--- src/rtl/uart_rx.sv ---
// Memory-mapped 8N1 UART receiver: oversampled start/data/stop detection feeding a
// small byte FIFO that the CPU drains through RXDATA, with sticky error flags in STATUS.
module uart_rx #(
  parameter int CLK_FREQ   = 100000000,
  parameter int BAUD_RATE  = 115200,
  parameter int OVERSAMPLE = 16,
  parameter int FIFO_DEPTH = 4
) (
  input  logic        clk,
  input  logic        rst,
  input  logic [3:0]  addr,
  input  logic        we,
  input  logic        re,
  input  logic [31:0] wdata,
  output logic [31:0] rdata,
  input  logic        rx,
  output logic        irq
);

  localparam int TICK_DIV = CLK_FREQ / (BAUD_RATE * OVERSAMPLE);
  localparam int TW       = (TICK_DIV > 1) ? $clog2(TICK_DIV) : 1;
  localparam int SW       = $clog2(OVERSAMPLE);
  localparam int PW       = $clog2(FIFO_DEPTH);
  localparam int CW       = PW + 1;

  localparam logic [TW-1:0] TICK_LAST = TW'(TICK_DIV - 1);
  localparam logic [SW-1:0] SC_HALF   = SW'(OVERSAMPLE / 2 - 1);
  localparam logic [SW-1:0] SC_LAST   = SW'(OVERSAMPLE - 1);
  localparam logic [CW-1:0] CNT_FULL  = CW'(FIFO_DEPTH);

  typedef enum logic [2:0] {S_IDLE, S_START, S_DATA, S_STOP, S_BREAK} state_e;

  logic          rx_meta_q, rx_s_q;
  logic [TW-1:0] tick_cnt_q;
  logic          tick;
  state_e        state_q;
  logic [SW-1:0] sc_q;
  logic [2:0]    bit_q;
  logic [7:0]    shift_q;
  logic          push_q, ferr_set_q;

  logic [7:0]    mem [FIFO_DEPTH];
  logic [PW-1:0] wr_ptr_q, wr_ptr_d, rd_ptr_q, rd_ptr_d;
  logic [CW-1:0] count_q, count_d;
  logic          overrun_q, overrun_d, frame_err_q, frame_err_d;
  logic          full, empty, pop, wr_en, status_wr;
  logic          unused_wdata;

  // NOTE: every clocked process uses non-blocking (<=) so all registers update from
  // pre-edge values; blocking assignments here would create order-dependent races.
  always_ff @(posedge clk) begin
    if (rst) begin
      rx_meta_q  <= 1'b1;
      rx_s_q     <= 1'b1;
      tick_cnt_q <= '0;
    end else begin
      rx_meta_q  <= rx;
      rx_s_q     <= rx_meta_q;
      tick_cnt_q <= (tick_cnt_q == TICK_LAST) ? '0 : tick_cnt_q + TW'(1);
    end
  end

  assign tick = (tick_cnt_q == TICK_LAST);

  always_ff @(posedge clk) begin
    if (rst) begin
      state_q    <= S_IDLE;
      sc_q       <= '0;
      bit_q      <= '0;
      shift_q    <= '0;
      push_q     <= 1'b0;
      ferr_set_q <= 1'b0;
    end else begin
      push_q     <= 1'b0;
      ferr_set_q <= 1'b0;
      if (tick) begin
        case (state_q)
          S_IDLE: if (!rx_s_q) begin
            state_q <= S_START;
            sc_q    <= '0;
          end
          // Mid-start re-check rejects short low glitches without flagging anything.
          S_START: if (sc_q == SC_HALF) begin
            sc_q    <= '0;
            bit_q   <= '0;
            state_q <= rx_s_q ? S_IDLE : S_DATA;
          end else sc_q <= sc_q + SW'(1);
          S_DATA: if (sc_q == SC_LAST) begin
            sc_q    <= '0;
            shift_q <= {rx_s_q, shift_q[7:1]};
            bit_q   <= bit_q + 3'd1;
            if (bit_q == 3'd7) state_q <= S_STOP;
          end else sc_q <= sc_q + SW'(1);
          S_STOP: if (sc_q == SC_LAST) begin
            sc_q <= '0;
            if (rx_s_q) begin
              push_q  <= 1'b1;
              state_q <= S_IDLE;
            end else begin
              ferr_set_q <= 1'b1;
              state_q    <= S_BREAK;
            end
          end else sc_q <= sc_q + SW'(1);
          S_BREAK: if (rx_s_q) state_q <= S_IDLE;
          default: state_q <= S_IDLE;
        endcase
      end
    end
  end

  // NOTE: every variable gets a default first so no path leaves it unassigned (no latches).
  always_comb begin
    empty     = (count_q == '0);
    full      = (count_q == CNT_FULL);
    pop       = re && (addr == 4'h0) && !empty;
    wr_en     = push_q && (!full || pop);
    status_wr = we && (addr == 4'h4);
    wr_ptr_d  = wr_en ? wr_ptr_q + PW'(1) : wr_ptr_q;
    rd_ptr_d  = pop ? rd_ptr_q + PW'(1) : rd_ptr_q;
    count_d   = count_q;
    if (wr_en && !pop)      count_d = count_q + CW'(1);
    else if (!wr_en && pop) count_d = count_q - CW'(1);
    overrun_d   = (push_q && full && !pop) || (overrun_q && !(status_wr && wdata[1]));
    frame_err_d = ferr_set_q || (frame_err_q && !(status_wr && wdata[2]));
  end

  always_ff @(posedge clk) begin
    if (rst) begin
      wr_ptr_q    <= '0;
      rd_ptr_q    <= '0;
      count_q     <= '0;
      overrun_q   <= 1'b0;
      frame_err_q <= 1'b0;
    end else begin
      wr_ptr_q    <= wr_ptr_d;
      rd_ptr_q    <= rd_ptr_d;
      count_q     <= count_d;
      overrun_q   <= overrun_d;
      frame_err_q <= frame_err_d;
    end
  end

  // NOTE: storage is deliberately not reset; the pointers and count define validity.
  always_ff @(posedge clk) begin
    if (wr_en) mem[wr_ptr_q] <= shift_q;
  end

  always_comb begin
    rdata = '0;
    case (addr)
      4'h0:    if (!empty) rdata = {24'h0, mem[rd_ptr_q]};
      4'h4:    rdata = {28'h0, full, frame_err_q, overrun_q, !empty};
      default: rdata = '0;
    endcase
  end

  assign irq          = !empty;
  assign unused_wdata = ^{wdata[31:3], wdata[0]};

endmodule

--- config.mk ---
export PLATFORM = sky130hd
export DESIGN_NAME = uart_rx
export DESIGN_NICKNAME = d
export VERILOG_FILES = /design/src/rtl/uart_rx.sv
export SDC_FILE = /design/constraint.sdc
export NUM_CORES = 1
export LEC_CHECK = 0
export ABC_AREA = 1
export ABC_CLOCK_PERIOD_IN_PS = 2500
export BUFFER_PORTS_ARGS = -buffer_cell sky130_fd_sc_hd__buf_2
export CAP_MARGIN = 30
export CELL_PAD_IN_SITES_DETAIL_PLACEMENT = 0
export CELL_PAD_IN_SITES_GLOBAL_PLACEMENT = 1
export CORE_MARGIN = 8
export CORE_UTILIZATION = 40
export DETAILED_ROUTE_END_ITERATION = 6
export PLACE_DENSITY = 0.77
export SLEW_MARGIN = 30
export SYNTH_ARGS = -nofsm -noshare
export SYNTH_HDL_FRONTEND = slang
export SYNTH_SLANG_ARGS = --single-unit
--- constraint.sdc ---
create_clock -name clk -period 2.5 [get_ports clk]
set_input_delay 0.5 -clock clk [delete_from_list [all_inputs] [get_ports clk]]
set_output_delay 0.5 -clock clk [all_outputs]
set_load 0.02 [all_outputs]
==> results.md <==
* Area growth, synth to finish at 12.0%
* Clk Latency, worst-skew pair at roughly 350 ps
* CTS Hold Bufs at 0
* Die H at 107 um
* Iteration-0 DRC Markers at 82
* Most frequent cells in the layout: nor2_1, nand2_1, dfxtp_1
* Drt first pass iters at 4
* Largest net degree at the start of global routing at 17
* Port Buffers at 19
* CP Launch Type: flop
* CTS tree: yes
* Crit Path Category: flop to output port
* RSZ-0062 raised after global routing: false
* Register bit total from synthesis at slightly above 70
* Initial Utilization at 0.405
* VDD IR-drop max at 295 uV
* Clock-pin transition on the worst setup and hold timing paths at ~80 ps
* PwrDens at roughly 660 nW/um2
* Placed cell areas at approximately 3400 um2
* Diode count at 0
* Worst path top cell family by delay: flip-flops
* Leak at about 0.0016 uW
* Routed Wire Length at 6100 um
* Hold_ws at around 340 ps
* Critical Path Slowest Stage Cell: dfxtp_1
* Post-place setup slack at ~90 ps
* CP Capture Type: output port
* Worst Skew at 6.23 ps
* Crit-path cells: inv_1, nor2_1, o21ai_0, a31oi_1, nand2_1, inv_1, buf_2
* Max cap viols at 0
* Resized cells post-CTS at 0
* Average size of a mapped cell at around 9.0 um2
* Layout cell share with drive strength beyond 1 at 0.158
* GP Congestion at around 0.73
* Via Count at about 2300
* Cells after synthesis at between 300 and 400
* Outcome: finished clean
* Post-DRT Antenna Nets at 0
* Post-CTS Setup Bufs at 0
* Avg WL per Cell at roughly 12 um
* Die area at 11300 um2
* Mapped Area at 3280 um2
* Clk buf depth at 2
* Critical path arrival at 1810 ps
* Vias in the first global route at around 2200
* Core Area at around 8100 um2
* CP Max Fanout at 9
* Ys Warns at 0
* Distinct cell type count after synthesis at 32
* H-tree depth at 3
* Fin crit share at 0.926
* Row cnt at 33
* PnR worst setup slack at 185 ps
* DR DRC count at 0
* Required @ worst endpoint at around 2000 ps
* Initial antenna violation count at 0
* Final hold vios at 0
* Post-route setup TNS at 0 ps
* Commonest non-fill, non-tap cell in the layout: nor2_1
* WP buf/inv at 3
* Dpl hpwl at about 4400 um
* Power Total at 2430 uW
* First-pass GRT wire length at about 10000 um
* CP max stage delay at between 500 and 600 ps
* Clock root cell: clkbuf_8
* CP most frequent cell: inv_1
* Fmax at 0.432 GHz
* Total GRT Usage at 0.111
* Number of clock sinks at 71
* Slew Limit Fails at 0
* Final Setup Violations at 0
* Final net count at 446
* Hold WC Path Type: primary input to flop
* Design Area, Final at 3670 um2
* Die W at 107 um
* CTS buffer count at 9
* GRT overflow at 0
* Seq/Total Area, Yosys at 0.532
* Post-layout min period at 2310 ps
* I/O Pins at between 70 and 80
* Vias/cell at around 4.6
registers in the layout, indices dropped and copies added, names as in the netlist, 2 cells and up, named ones only:
register    cells
shift_q         8
rd_ptr_q        2
bit_q           3
mem            32
wr_ptr_q        2
sc_q            4
tick_cnt_q      6
state_q         3
count_q         3
worst paths after layout:
path | start | endpoint | slack [ps] | cells after the start
worst max-delay path | flop | rdata[0] | 190 | 7
worst min-delay path | rx | rx_meta_q | 340 | 2
worst max register to register | count_q[0] | count_q[2] | 410 | 10
worst min register to register | rx_meta_q | rx_s_q | 410 | 1
stage by stage:
stage / util / instances
final: 0.453 / 504
after global routing: 0.453 / 504
after CTS: 0.453 / 504
after detailed placement: 0.422 / 488
after global placement: 0.422 / 488
after floorplan: - / 389
per-layer routing:
layer	GRT usage	vias to the layer above	routed length [um]
met1	0.128	1066	2730
li1	-	1218	-
met3	0.0278	10	261
met2	0.187	33	3010
met4	0.0593	0	105
met5	0	-	0
logic make-up (layout without fill, tap and decap cells):
logic type / after synthesis / in the layout / synth area share
and+or+nand+nor: 156 / 156 / 0.212
buffers and inverters: 63 / 73 / 0.105
adders and majority gates: 11 / 11 / 0.0443
other: 1 / 24 / 0.00114
AOI/OAI and AO/OA: 62 / 62 / 0.101
xor gates and xnor gates: 2 / 2 / 0.00535
DFF: 71 / 71 / 0.532
report_power, final:
part           internal [uW]  switching (uW)
clock                    678             463
sequential              1210            4.53
combinational           16.1            57.5
final cells by class:
class / count / area (um2)
Tap cell: 105 / 131
Sequential cell: 71 / 1740
Multi-Input combinational cell: 255 / 1280
Fill cell: 767 / 4420
Clock buffer: 9 / 124
Clock inverter: 7 / 128
Inverter: 30 / 113
Timing Repair Buffer: 27 / 155
synthesized netlist by cell type:
| master | count | share of area |
|---|---|---|
| nor2_1 | 70 | 0.080 |
| nand2_1 | 43 | 0.049 |
| dfxtp_1 | 39 | 0.24 |
| edfxtp_1 | 32 | 0.29 |
| o21ai_0 | 32 | 0.049 |
| inv_1 | 29 | 0.033 |
| buf_4 | 25 | 0.057 |
| a21oi_1 | 21 | 0.032 |
| nand3_1 | 21 | 0.032 |
| ha_1 | 10 | 0.038 |
| buf_2 | 6 | 0.0092 |
| nand2_2 | 6 | 0.011 |
| nor2_4 | 4 | 0.014 |
| nor2_2 | 3 | 0.0057 |
| nor3b_1 | 3 | 0.0069 |
| o22ai_1 | 3 | 0.0057 |
| a21oi_2 | 2 | 0.0053 |
| nand4_1 | 2 | 0.0038 |
| or2_2 | 2 | 0.0038 |
| a221oi_1 | 1 | 0.0027 |
| a31oi_1 | 1 | 0.0019 |
| buf_6 | 1 | 0.0034 |
| clkbuf_1 | 1 | 0.0011 |
| conb_1 | 1 | 0.0011 |
| fa_1 | 1 | 0.0061 |
| inv_2 | 1 | 0.0011 |
| nand3_2 | 1 | 0.0031 |
| nor3_1 | 1 | 0.0015 |
| o21ai_1 | 1 | 0.0015 |
| o21ai_2 | 1 | 0.0027 |
| xnor2_1 | 1 | 0.0027 |
| xor2_1 | 1 | 0.0027 |
worst reg2reg max path: stages (launching register included):
cell and delay, ps:
dfxtp_1 360, nor2_1 110, nand2_1 170, nand3_1 240
ha_1 190, inv_1 70, fa_1 380, a21oi_1 140
o21ai_0 110, o21ai_0 160, a21oi_1 50
No activity file was read; power rests on OpenSTA's default activity.
